File: config.mk
export PLATFORM = sky130hd
export DESIGN_NAME = aes_key_expand
export DESIGN_NICKNAME = d
export VERILOG_FILES = /design/src/rtl/aes_pkg.sv /design/src/rtl/aes_sub_word.sv /design/src/rtl/aes_key_expand.sv
export SDC_FILE = /design/constraint.sdc
export NUM_CORES = 1
export LEC_CHECK = 0
export ABC_AREA = 1
export CAP_MARGIN = 20
export CELL_PAD_IN_SITES_DETAIL_PLACEMENT = 2
export CELL_PAD_IN_SITES_GLOBAL_PLACEMENT = 2
export CORE_MARGIN = 4
export CORE_UTILIZATION = 35
export DETAILED_ROUTE_END_ITERATION = 6
export DONT_BUFFER_PORTS = 1
export GPL_TIMING_DRIVEN = 0
export PLACE_DENSITY_LB_ADDON = 0.1
export SLEW_MARGIN = 20
export SYNTH_ARGS = -nofsm -noshare
export SYNTH_HDL_FRONTEND = slang
export SYNTH_SLANG_ARGS = --single-unit
File: constraint.sdc
create_clock -name clk -period 7.1 [get_ports clk]
set_clock_uncertainty 0.05 [all_clocks]
set_input_delay 1.065 -clock clk [delete_from_list [all_inputs] [get_ports clk]]
set_output_delay 1.065 -clock clk [all_outputs]
set_load 0.02 [all_outputs]
File: src/rtl/aes_pkg.sv
// Shared AES definitions for the key schedule and later round stages.
//   word_t / block_t : 32-bit word and 128-bit block types
//   state_t          : key-expansion FSM states
//   SBOX / sbox()    : forward S-box table and byte lookup
//   RCON             : round constants, indexed by round number (1..10)
package aes_pkg;

  typedef logic [31:0]  word_t;
  typedef logic [127:0] block_t;

  typedef enum logic [0:0] {
    IDLE   = 1'b0,
    EXPAND = 1'b1
  } state_t;

  // Element 0 is the leftmost entry.
  localparam logic [0:255][7:0] SBOX = {
    8'h63, 8'h7c, 8'h77, 8'h7b, 8'hf2, 8'h6b, 8'h6f, 8'hc5,
    8'h30, 8'h01, 8'h67, 8'h2b, 8'hfe, 8'hd7, 8'hab, 8'h76,
    8'hca, 8'h82, 8'hc9, 8'h7d, 8'hfa, 8'h59, 8'h47, 8'hf0,
    8'had, 8'hd4, 8'ha2, 8'haf, 8'h9c, 8'ha4, 8'h72, 8'hc0,
    8'hb7, 8'hfd, 8'h93, 8'h26, 8'h36, 8'h3f, 8'hf7, 8'hcc,
    8'h34, 8'ha5, 8'he5, 8'hf1, 8'h71, 8'hd8, 8'h31, 8'h15,
    8'h04, 8'hc7, 8'h23, 8'hc3, 8'h18, 8'h96, 8'h05, 8'h9a,
    8'h07, 8'h12, 8'h80, 8'he2, 8'heb, 8'h27, 8'hb2, 8'h75,
    8'h09, 8'h83, 8'h2c, 8'h1a, 8'h1b, 8'h6e, 8'h5a, 8'ha0,
    8'h52, 8'h3b, 8'hd6, 8'hb3, 8'h29, 8'he3, 8'h2f, 8'h84,
    8'h53, 8'hd1, 8'h00, 8'hed, 8'h20, 8'hfc, 8'hb1, 8'h5b,
    8'h6a, 8'hcb, 8'hbe, 8'h39, 8'h4a, 8'h4c, 8'h58, 8'hcf,
    8'hd0, 8'hef, 8'haa, 8'hfb, 8'h43, 8'h4d, 8'h33, 8'h85,
    8'h45, 8'hf9, 8'h02, 8'h7f, 8'h50, 8'h3c, 8'h9f, 8'ha8,
    8'h51, 8'ha3, 8'h40, 8'h8f, 8'h92, 8'h9d, 8'h38, 8'hf5,
    8'hbc, 8'hb6, 8'hda, 8'h21, 8'h10, 8'hff, 8'hf3, 8'hd2,
    8'hcd, 8'h0c, 8'h13, 8'hec, 8'h5f, 8'h97, 8'h44, 8'h17,
    8'hc4, 8'ha7, 8'h7e, 8'h3d, 8'h64, 8'h5d, 8'h19, 8'h73,
    8'h60, 8'h81, 8'h4f, 8'hdc, 8'h22, 8'h2a, 8'h90, 8'h88,
    8'h46, 8'hee, 8'hb8, 8'h14, 8'hde, 8'h5e, 8'h0b, 8'hdb,
    8'he0, 8'h32, 8'h3a, 8'h0a, 8'h49, 8'h06, 8'h24, 8'h5c,
    8'hc2, 8'hd3, 8'hac, 8'h62, 8'h91, 8'h95, 8'he4, 8'h79,
    8'he7, 8'hc8, 8'h37, 8'h6d, 8'h8d, 8'hd5, 8'h4e, 8'ha9,
    8'h6c, 8'h56, 8'hf4, 8'hea, 8'h65, 8'h7a, 8'hae, 8'h08,
    8'hba, 8'h78, 8'h25, 8'h2e, 8'h1c, 8'ha6, 8'hb4, 8'hc6,
    8'he8, 8'hdd, 8'h74, 8'h1f, 8'h4b, 8'hbd, 8'h8b, 8'h8a,
    8'h70, 8'h3e, 8'hb5, 8'h66, 8'h48, 8'h03, 8'hf6, 8'h0e,
    8'h61, 8'h35, 8'h57, 8'hb9, 8'h86, 8'hc1, 8'h1d, 8'h9e,
    8'he1, 8'hf8, 8'h98, 8'h11, 8'h69, 8'hd9, 8'h8e, 8'h94,
    8'h9b, 8'h1e, 8'h87, 8'he9, 8'hce, 8'h55, 8'h28, 8'hdf,
    8'h8c, 8'ha1, 8'h89, 8'h0d, 8'hbf, 8'he6, 8'h42, 8'h68,
    8'h41, 8'h99, 8'h2d, 8'h0f, 8'hb0, 8'h54, 8'hbb, 8'h16
  };

  // Padded to 16 entries so any 4-bit round number is a legal index.
  localparam logic [0:15][7:0] RCON = {
    8'h00, 8'h01, 8'h02, 8'h04, 8'h08, 8'h10, 8'h20, 8'h40,
    8'h80, 8'h1b, 8'h36, 8'h00, 8'h00, 8'h00, 8'h00, 8'h00
  };

  function automatic logic [7:0] sbox(input logic [7:0] b);
    return SBOX[b];
  endfunction

endpackage

File: src/rtl/aes_sub_word.sv
// Combinational SubWord: four parallel forward S-box lookups.
//   word_i : input word
//   word_o : each byte of word_i replaced by its S-box image
module aes_sub_word
  import aes_pkg::*;
(
  input  word_t word_i,
  output word_t word_o
);

  always_comb begin
    word_o = {sbox(word_i[31:24]), sbox(word_i[23:16]),
              sbox(word_i[15:8]),  sbox(word_i[7:0])};
  end

endmodule

File: src/rtl/aes_key_expand.sv
// Iterative AES-128 key schedule, one round key per clock.
//   clk, rst      : clock, synchronous active-low reset
//   start, key    : rising edge of start in IDLE loads key and begins expansion
//   round_key/idx : current round key (w0 in [127:96]) and its index 0..10
//   rk_valid      : round_key/round_idx valid
//   finish        : one-cycle pulse with round_idx == 10
//   busy          : high from accepted start until finish has been emitted
//   rd_idx/rd_key : round-key store read port (AES_KEY_STORE_EN), else rd_key = 0
// Optional feature macro: AES_KEY_STORE_EN
module aes_key_expand
  import aes_pkg::*;
#(
  parameter int unsigned NROUNDS = 10
) (
  input  logic         clk,
  input  logic         rst,
  input  logic         start,
  input  logic [127:0] key,
  output logic [127:0] round_key,
  output logic [3:0]   round_idx,
  output logic         rk_valid,
  output logic         finish,
  output logic         busy,
  input  logic [3:0]   rd_idx,
  output logic [127:0] rd_key
);

  state_t state_q, state_d;
  logic   start_q, start_d;
  block_t rk_q, rk_d;
  logic [3:0] idx_q, idx_d;
  logic   valid_q, valid_d;
  logic   fin_q, fin_d;
  logic   busy_q, busy_d;

  logic   accept;
  logic   last;
  word_t  rot_w3, sub_w3;
  word_t  w0_n, w1_n, w2_n, w3_n;

  assign accept = start & ~start_q & (state_q == IDLE);
  assign last   = (idx_q == 4'(NROUNDS));

  // RotWord: bytes {b1,b2,b3,b0} with b0 the most significant byte of w3.
  assign rot_w3 = {rk_q[23:0], rk_q[31:24]};

  aes_sub_word u_sub_word (
    .word_i (rot_w3),
    .word_o (sub_w3)
  );

  always_comb begin
    w0_n = rk_q[127:96] ^ sub_w3 ^ {RCON[idx_q + 4'd1], 24'h0};
    w1_n = rk_q[95:64]  ^ w0_n;
    w2_n = rk_q[63:32]  ^ w1_n;
    w3_n = rk_q[31:0]   ^ w2_n;
  end

  always_comb begin
    state_d = state_q;
    start_d = start;
    rk_d    = rk_q;
    idx_d   = idx_q;
    valid_d = 1'b0;
    fin_d   = 1'b0;
    busy_d  = busy_q;
    unique case (state_q)
      IDLE: begin
        if (accept) begin
          state_d = EXPAND;
          rk_d    = key;
          idx_d   = 4'd0;
          valid_d = 1'b1;
          busy_d  = 1'b1;
        end
      end
      EXPAND: begin
        if (last) begin
          // round_key/round_idx intentionally hold until the next accept.
          state_d = IDLE;
          busy_d  = 1'b0;
        end else begin
          rk_d    = {w0_n, w1_n, w2_n, w3_n};
          idx_d   = idx_q + 4'd1;
          valid_d = 1'b1;
          fin_d   = (idx_q == 4'(NROUNDS - 1));
        end
      end
      default: state_d = IDLE;
    endcase
  end

  always_ff @(posedge clk) begin
    if (!rst) begin
      state_q <= IDLE;
      start_q <= 1'b0;
      rk_q    <= '0;
      idx_q   <= '0;
      valid_q <= 1'b0;
      fin_q   <= 1'b0;
      busy_q  <= 1'b0;
    end else begin
      state_q <= state_d;
      start_q <= start_d;
      rk_q    <= rk_d;
      idx_q   <= idx_d;
      valid_q <= valid_d;
      fin_q   <= fin_d;
      busy_q  <= busy_d;
    end
  end

  assign round_key = rk_q;
  assign round_idx = idx_q;
  assign rk_valid  = valid_q;
  assign finish    = fin_q;
  assign busy      = busy_q;

`ifdef AES_KEY_STORE_EN
  block_t store_q [NROUNDS+1];
  block_t store_d [NROUNDS+1];

  // Each emitted key is captured while it is presented on round_key.
  always_comb begin
    store_d = store_q;
    if (valid_q) begin
      store_d[idx_q] = rk_q;
    end
  end

  always_ff @(posedge clk) begin
    if (!rst) begin
      for (int i = 0; i <= NROUNDS; i++) begin
        store_q[i] <= '0;
      end
    end else begin
      store_q <= store_d;
    end
  end

  assign rd_key = (rd_idx <= 4'(NROUNDS)) ? store_q[rd_idx] : '0;
`else
  logic unused_rd_idx;
  assign unused_rd_idx = ^rd_idx;
  assign rd_key        = '0;
`endif

endmodule

# Yosys cells after proc, flatten, opt, wreduce, memory -nomap -nowiden
# Memory sizes are Yosys's and may differ from the RTL's.
# Index checks and enable logic that the tools add are counted.
[totals]
n_memories = 5
ff_bits = 136
rom_bits = 8320
output_inout_bits = 263
wordCells = 62
latchBits = 0
ramBits = 0
[memory_table]
columns = ["name", "words", "width", "read_ports", "rd_clocked_by_memory_dff", "wr", "line_no", "rtl"]
rows = [
  ["(name not given)", 256, 8, 1, 0, 0, "aes_pkg.sv:59", "return SBOX[b];"],
  ["(name not given)", 256, 8, 1, 0, 0, "aes_pkg.sv:59", ""],
  ["(name not given)", 256, 8, 1, 0, 0, "aes_pkg.sv:59", ""],
  ["(name not given)", 256, 8, 1, 0, 0, "aes_pkg.sv:59", ""],
  ["(name not given)", 16, 8, 1, 0, 0, "aes_key_expand.sv:53", "w0_n = rk_q[127:96] ^ sub_w3 ^ {RCON[idx_q + 4'd1], 24'h0};"],
]
[op_classes]
mux = 22
div = 0
n_mul = 0
order_cmp = 5
shift = 0
bitwise_logic = 15
n_eq_ne = 5
reduce_logical = 3
n_addsub = 1
[ops]
columns = ["op", "n"]
rows = [
  ["2-to-1 mux 128 bit", 2],
  ["case mux 128 bit (2 select lines)", 1],
  ["bitwise XOR 32 bit", 5],
  ["2-to-1 mux 8 bit", 10],
  ["greater-or-equal comparator 9 bit (second input constant)", 4],
  ["inverter 8 -> 9 bit", 4],
  ["== test 4 bit (second input constant)", 2],
  ["2-to-1 mux 4 bit", 2],
  ["case mux 4 bit (2 select lines)", 1],
  ["greater-or-equal comparator 5 bit (second input constant)", 1],
  ["inverter 4 -> 5 bit", 1],
  ["adder 4 x 1 -> 4 bit (second input constant)", 1],
  ["2-to-1 mux 1 bit", 4],
  ["inequality test 2 bit (second input constant)", 2],
  ["case mux 1 bit (2 select lines)", 2],
  ["AND reduction 2 bit", 2],
  ["inverter 1 bit", 3],
  ["OR reduction 3 bit", 1],
  ["AND 1 bit", 2],
  ["inequality test 2 x 1 -> 1 bit (second input constant)", 1],
]

# Depth between registers and ports, before layout
# Gate-level depths: netlist of run 1.
[depth]
depth_word = 11
mapped_depth = 24

# By module
# Synthesis of run 1 repeated with hierarchy kept, for this count alone.
[unflattened]
cells_unflattened = 3708
hier_area_um2 = 20068.0
[modules_own_cells]
columns = ["mod", "area_each_um2", "n_inst", "seq_area_each_um2", "cells_per_inst"]
rows = [
  ["aes_sub_word", 11538.6, 1, 0.0, 2510],
  ["aes_key_expand", 8529.4, 1, 2722.6, 1198],
]

# Worst setup path after synthesis of run 1
# No wires, ideal clock.
[synth_timing]
path_type = "flip-flop to flip-flop"
from = "register rk_q[17] (netlist: round_key[17])"
to = "register rk_q[27] (netlist: round_key[27])"
path_stages_with_launch = 23
arrival_ns = 2.744
setup_time_ns = 0.112
setup_slack_ns = 4.194
cell_sequence = "dfxtp_1 buf_2 inv_1 ha_1 inv_1 nand2_1 nand2_1 inv_1 nand2_1 nand3_1 nand3_1 nand3_1 nand3_1 nand2_1 nand2_1 nand2_1 nand2_1 nand2_1 nand2_1 nand3_1 nand3_1 nand2_1 nand2_1"
[synth_between]
elab_chain_cells = 11
[synth_rtl]
columns = ["item", "line_no", "rtl"]
rows = [
  ["start: declaration", "aes_key_expand.sv:30", "block_t rk_q, rk_d;"],
  ["start signal: assignment", "aes_key_expand.sv:105", "rk_q <= rk_d;"],
  ["inverter 8 -> 9 bit (implied by the code)", "aes_pkg.sv:59", ""],
  ["memory read (256 x 8 bit)", "n/a", ""],
  ["2-to-1 mux 8 bit (implied by the code) (2 in a row)", "aes_pkg.sv:59", ""],
  ["bitwise XOR 32 bit (2 in a row)", "aes_key_expand.sv:53", ""],
  ["bitwise XOR 32 bit", "aes_key_expand.sv:54", "w1_n = rk_q[95:64] ^ w0_n;"],
  ["bitwise XOR 32 bit", "aes_key_expand.sv:55", "w2_n = rk_q[63:32] ^ w1_n;"],
  ["bitwise XOR 32 bit", "aes_key_expand.sv:56", "w3_n = rk_q[31:0] ^ w2_n;"],
  ["2-to-1 mux 128 bit", "aes_key_expand.sv:78", "if (last) begin"],
  ["case mux 128 bit (2 select lines)", "aes_key_expand.sv:67", "unique case (state_q)"],
]
# Every way passes these cells. The select of a mux whose other input is x is not followed.
# A chain may end at the register's enable or synchronous reset.

# Final worst setup path of run 1
[layout_timing]
from = "register rk_q[9] (netlist: round_key[9])"
to = "register rk_q[48] (netlist: round_key[48])"
[layout_between]
elab_chain_cells = 10
[layout_rtl]
columns = ["item", "line_no"]
rows = [
  ["inverter 8 -> 9 bit (implied by the code)", "aes_pkg.sv:59"],
  ["memory read (256 x 8 bit)", "n/a"],
  ["2-to-1 mux 8 bit (implied by the code) (2 in a row)", "aes_pkg.sv:59"],
  ["bitwise XOR 32 bit (2 in a row)", "aes_key_expand.sv:53"],
  ["bitwise XOR 32 bit", "aes_key_expand.sv:54"],
  ["bitwise XOR 32 bit", "aes_key_expand.sv:55"],
  ["2-to-1 mux 128 bit", "aes_key_expand.sv:78"],
  ["case mux 128 bit (2 select lines)", "aes_key_expand.sv:67"],
]
# Every way passes these cells. The select of a mux whose other input is x is not followed.

==> results of run 1 <==
flip-flops by register name, summed over array words and instances, names as in the netlist:
signal     flops
round_key    128
round_idx      4
busy           1
finish         1
rk_valid       1
start_q        1
layout by cell type (no fill, tap or decap), types with 3 or more instances in the layout:
cell        synthesis  final
diode_2             0     43
buf_6               4      4
clkinv_1            9      9
nand2_1          1188   1188
buf_1              40     40
inv_2              20     20
buf_2              83     83
o22ai_1            95     95
o21ai_0           164    164
ha_1               66     66
conb_1              1    128
xor2_1              5      5
clkinvlp_4          0      5
a21oi_2             3      3
inv_4               3      3
o211ai_1           15     15
buf_4             152    152
dfxtp_1           136    136
nand3_1          1085   1085
nor2_1            301    301
nand3b_1           14     14
nand4_1            17     17
nor2_2              4      4
clkbuf_16           0     17
clkbuf_1           97     97
o21ai_1            19     19
a21oi_1           148    148
nand2_2            19     19
clkinv_2            0      3
inv_1             210    210
kinds of logic after synthesis:
family / after synthesis / share of synthesized area
buffers and inverters: 618 / 0.148
adder cells (fa/ha/maj): 66 / 0.0404
other: 1 / 0.000183
XOR/XNOR: 5 / 0.00214
AO/OA/AOI/OAI: 445 / 0.117
flip-flops: 136 / 0.133
AND/OR/NAND/NOR: 2634 / 0.559
area by class of cell:
cell class	count	area [um2]	area share
Clock inverter	13	98.8	0.00439
Antenna cell	43	108	0.00478
Buffer	376	2120	0.0939
Clock buffer	18	439	0.0195
Sequential cell	136	2720	0.121
Inverter	242	916	0.0407
Multi-Input combinational cell	3278	15200	0.673
Tap cell	765	957	0.0425
power by group:
group	internal, mW	total [mW]	switching (mW)
Sequential	0.856	1.17	0.312
Combinational	1.01	4.18	3.17
Clock	0.456	0.936	0.480
Total	2.32	6.28	3.96
tightest hold or removal path: cells and delay by family (launching register included):
| kind | cells | cell delay (ns) |
|---|---|---|
| compound gates | 1 | 0.08 |
| simple gates | 2 | 0.13 |
| flops | 1 | 0.31 |
stage by stage:
stage | instances | util | power [mW]
2_1_floorplan | 4032 | - | 3.47
3_3_place_gp | 4797 | 0.378 | 4.85
3_5_place_dp | 4797 | 0.378 | 5.00
4_1_cts | 4828 | 0.388 | 5.94
5_1_grt | 4858 | 0.389 | 6.43
6_report | 4871 | 0.390 | 6.28
final timing paths:
check             cells past startpoint         start       endpoint  slack (ns)
hold / removal                        3       start_q           busy        0.52
hold reg to reg                       3       start_q           busy        0.52
setup / recovery                     17  round_key[9]  round_key[48]        1.90
setup reg to reg                     17  round_key[9]  round_key[48]        1.90
routing by layer:
| metal | wire length, um | global-route usage | vias up |
|---|---|---|---|
| li1 | - | - | 13132 |
| met1 | 58900 | 0.586 | 15789 |
| met2 | 68900 | 0.744 | 2909 |
| met3 | 23900 | 0.186 | 877 |
| met4 | 13900 | 0.324 | 14 |
| met5 | 103 | 0 | - |
==> impl_results.md, run 1 <==
* Worst Path Arrival at 5.50 ns
* Max-slew violation count at 0
* Dpl ws at 2.24 ns
* Crit Path Class: register to register
* Main area contributors after synthesis: nand3_1 (27%), nand2_1 (22%), dfxtp_1 (13%)
* Cell Area, Synth at 0.0204 mm2
* Worst path bufs/invs at 2
* Vias post-DR at 32721
* Status: finished with violations
* Vias in the first global route at 33265
* CP Capture Type: register
* Nets at 4252
* Chip Height at 250 um
* TritonCTS Buffers at 17
* Top cell by count, worst path: nand2_1
* Setup bufs post-CTS at 0
* Syn Inst Count at 3905
* Unrepaired setup endpoints after global routing: no
* Final setup fails at 0
* Critical path's slowest cell: dfxtp_1
* Fin crit share at 0.732
* Rel. slew slack at 0.215
* Worst IR Drop VDD at 0.214 mV
* First-pass GRT wire length at 231 mm
* DRC at 2
* Wirelength, routed at 166 mm
* Fraction of layout cells with a size suffix above 1 at 0.0793
* Tmin final at 5.20 ns
* First-pass DRT Iterations at 7
* Gpl congestion at 1.13
* CP Data Required Time at 7.40 ns
* CTS sink cnt at 136
* Power per cell area at 279 mW/mm2
* # fillers at 7816
* DP Wirelength at 127 mm
* Worst-Margin Slew at 1.18 ns
* Clock Latency Late Sink at 0.51 ns
* Post-Syn Area per Cell at 5.24 um2
* Violated checks: design-rule violations
* Port buffer count at 0
* Hold Slack at 0.520 ns
* WL/cell at 34.0 um
* Worst setup margin at 1.90 ns
* CTS Buffer Depth at 2
* Largest net degree at the start of global routing at 17
* Share of the synthesized area in the top cell type at 0.266
* DRT iter0 DRCs at 4875
* Cell Rows at 88
* CP cell instances: inv_2, ha_1, inv_1, nand2_1, nand2_1, o21ai_0, nand2_1, nand3_1, nand3_1, nand3_1, nand2_1, nand2_1, nand3_1, nand2_1, nand2_1, a21oi_1, o22ai_1
* Cts hold-fix bufs at 0
* Top-Level Pins at 398
* Gr ovfl total at 0
* Die ar. at 0.0623 mm2
* Lkg Pwr at 11.1 nW
* Area Overhead vs Synth at 10.2%
* Die width at 250 um
* CTS Root Cell: clkbuf_16
* Maxcap violations at 0
* Core area at 0.0578 mm2
* Startpoint types: register
* Primary FF master, synth: dfxtp_1
* ANT nets after route at 0
* CP max FO at 15
* Final setup TNS at 0 ns
* Via/cell ratio at 6.72
* Count leader, synth: nand2_1
* Post_cts resized at 0
* Crit-path leading delay family: simple AND/OR/NAND/NOR gates
* EDFF count, synth at 0
* Fmax at 0.192 GHz
* Final Cell Area at 0.0225 mm2
* CTS tree: yes
* Placed cell area at 0.0219 mm2
* Flops & latches, synth at 136
* Hold/Removal Path Class: register to register
* Initial antenna violation count at 47
* Synth area leader: nand3_1
* GRT Total Usage at 0.494
* Crit-path max cell delay at 1.10 ns
* Final Hold Fails at 0
* Most common library cells after synthesis: nand2_1 (1188), nand3_1 (1085), nor2_1 (301)
* Clock slew at reported path FFs at 0.07 ns
* Synth cell types at 33
* Post-synthesis async set-or-reset flop share at 0
* Post-synthesis sequential area ratio at 0.133
* Starting Density at 0.354
* CTS H-tree depth at 4
* Syn. warnings at 0
(Power assumes the default switching activity.)
==> run 2: changes to the inputs <==
--- a/config.mk
+++ b/config.mk
@@ -10,7 +10,7 @@
 export CELL_PAD_IN_SITES_DETAIL_PLACEMENT = 2
 export CELL_PAD_IN_SITES_GLOBAL_PLACEMENT = 2
 export CORE_MARGIN = 4
-export CORE_UTILIZATION = 35
+export CORE_UTILIZATION = 32
 export DETAILED_ROUTE_END_ITERATION = 6
 export DONT_BUFFER_PORTS = 1
 export GPL_TIMING_DRIVEN = 0
==> constraint.sdc (replaced) <==
create_clock -name clk -period 5.23 [get_ports clk]
set_clock_uncertainty 0.05 [all_clocks]
set_input_delay 0.7845 -clock clk [delete_from_list [all_inputs] [get_ports clk]]
set_output_delay 0.7845 -clock clk [all_outputs]
set_load 0.02 [all_outputs]
==> impl_results.md, run 2 (synthesized netlist as in run 1, its figures left out) <==
* Status: finished with violations
* Violated checks: design-rule violations
* Worst Path Arrival at 5.10 ns (-0.40 ns)
* Lkg Pwr at 11.2 nW (+0.31%)
* Top-Level Pins at 398 (unchanged)
* First-pass GRT wire length at 229 mm (-1.1%)
* Nets at 4252 (unchanged)
* Initial antenna violation count at 39 (-17%)
* Clock slew at reported path FFs at 0.07 ns (about the same)
* Setup bufs post-CTS at 0 (unchanged)
* Max FFs per register at 128 (unchanged)
* Fin crit share at 0.909 (+0.177)
* Hold/Removal Path Class: primary input to register
* Tmin final at 4.76 ns (-0.444 ns)
* Largest net degree at the start of global routing at 17 (unchanged)
* Dpl ws at 0.802 ns (-1.43 ns)
* Clock Latency Late Sink at 0.50 ns (about the same)
* Reg2Reg Setup Slack at 0.47 ns (-1.43 ns)
* Wirelength, routed at 164 mm (-1.2%)
* TritonCTS Buffers at 17 (unchanged)
* Final Cell Area at 0.0227 mm2 (+0.61%)
* Overall Power at 8.52 mW (+36%)
* CTS H-tree depth at 4 (unchanged)
* Worst r2r src: round_key[25]
* Die width at 261 um (+4.4%)
* Crit path capture: round_key[0]
* ANT nets after route at 0 (unchanged)
* DRC at 14 (+12)
* Area Overhead vs Synth at 10.8%
* Worst IR Drop VDD at 0.249 mV (+16%)
* CTS Buffer Depth at 2 (unchanged)
* Crit Path Class: register to register
* Worst r2r dst: round_key[0]
* CTS Root Cell: clkbuf_16
* Rel. slew slack at 0.226 (+0.0115)
* Worst setup margin at 0.474 ns (-1.43 ns)
* Cts hold-fix bufs at 0 (unchanged)
* Die ar. at 0.0680 mm2 (+9.1%)
* Commonest non-fill, non-tap cell in the layout: nand2_1
* Non-Filler Instances at 4941 (+1.4%)
* Cell Rows at 92 (+4.5%)
* CP max FO at 16 (+1)
* Hold Slack at 0.367 ns (-0.153 ns)
* R2R depth at 19 (+2)
* Vias in the first global route at 31825 (-4.3%)
* Core area at 0.0632 mm2 (+9.3%)
* Gr ovfl total at 0 (unchanged)
* Commonest non-fill, non-tap cells in the layout: nand2_1 (1188), nand3_1 (1085), nor2_1 (301)
* DRT iter0 DRCs at 4361 (-11%)
* Worst setup startpoint: round_key[25]
* # fillers at 8550 (+9.4%)
* CTS sink cnt at 136 (unchanged)
* Startpoint types: register
* Chip Height at 261 um (+4.4%)
* Maxcap violations at 0 (unchanged)
* Via/cell ratio at 6.43 (-4.3%)
* Power per cell area at 376 mW/mm2 (+35%)
* Vias post-DR at 31775 (-2.9%)
* DP Wirelength at 126 mm (-0.54%)
* Post_cts resized at 0 (unchanged)
* Final setup fails at 0 (unchanged)
* Fmax at 0.210 GHz (+9.3%)
* Cells after DPL at 4878 (+1.7%)
* Gpl congestion at 1.10 (-2.9%)
* CP Data Required Time at 5.58 ns (-1.82 ns)
* Starting Density at 0.324 (-0.0302)
* Worst-Margin Slew at 1.16 ns (-0.0156 ns)
* WL/cell at 33.1 um (-2.6%)
* Max-slew violation count at 0 (unchanged)
* GRT Total Usage at 0.457 (-0.0368)
* Port buffer count at 0 (unchanged)
* Final Util at 0.359 (-0.0311)
* Unrepaired setup endpoints after global routing: no
* CP Capture Type: register
* Final setup TNS at 0 ns (unchanged)
* First-pass DRT Iterations at 7 (unchanged)
* CTS tree: yes
* Placed cell area at 0.0220 mm2 (+0.46%)
* Final Hold Fails at 0 (unchanged)
* Fraction of layout cells with a size suffix above 1 at 0.0790 (-0.000246)
-- run 2: how the worst min path moves through the flow --
stage | cells after the start | endpoint | slack, ns | from
5_1_grt | 2 | start_q | 0.39 | start
2_1_floorplan | 3 | busy | 0.43 | start_q
3_3_place_gp | 3 | busy | 0.47 | start_q
4_1_cts | 2 | start_q | 0.35 | start
3_5_place_dp | 3 | busy | 0.47 | start_q
6_report | 2 | start_q | 0.37 | start
-- run 2: routing by layer --
metal  GRT usage  share of wire  vias up  wire, um
li1            -              -    13119         -
met1       0.556           0.38    15591     61400
met2       0.705           0.42     2373     69100
met3       0.163           0.13      672     21600
met4       0.241          0.070       20     11400
met5           0         0.0010        -       166
-- run 2: cell type report --
class	count	area [um2]	area share
multi-input combinational	3278	15200	0.669
sequential	136	2720	0.120
tap	846	1060	0.0467
clock inverter	13	171	0.00756
buffer	376	2120	0.0934
inverter	242	916	0.0404
clock buffer	18	429	0.0189
antenna	32	80.1	0.00353
-- run 2: power by group --
part	switching (mW)	internal, mW
logic	4.19	1.36
registers	0.418	1.16
clock network	0.633	0.753
total	5.24	3.28
-- run 2: critical path, stage by stage, from the launching register on --
cell     delay (ns)
dfxtp_1        1.01
inv_2          0.41
ha_1           0.63
nand2_1        0.43
nand2_1        0.21
inv_1          0.16
nand2_1        0.10
nand3_1        0.17
nand3_1        0.15
nand3_1        0.09
nand3_1        0.27
nand2_1        0.13
nand2_1        0.09
nand3_1        0.13
nand2_1        0.16
nand2_1        0.11
nand3_1        0.11
nand3_1        0.09
nand2_1        0.10
nand2_1        0.05
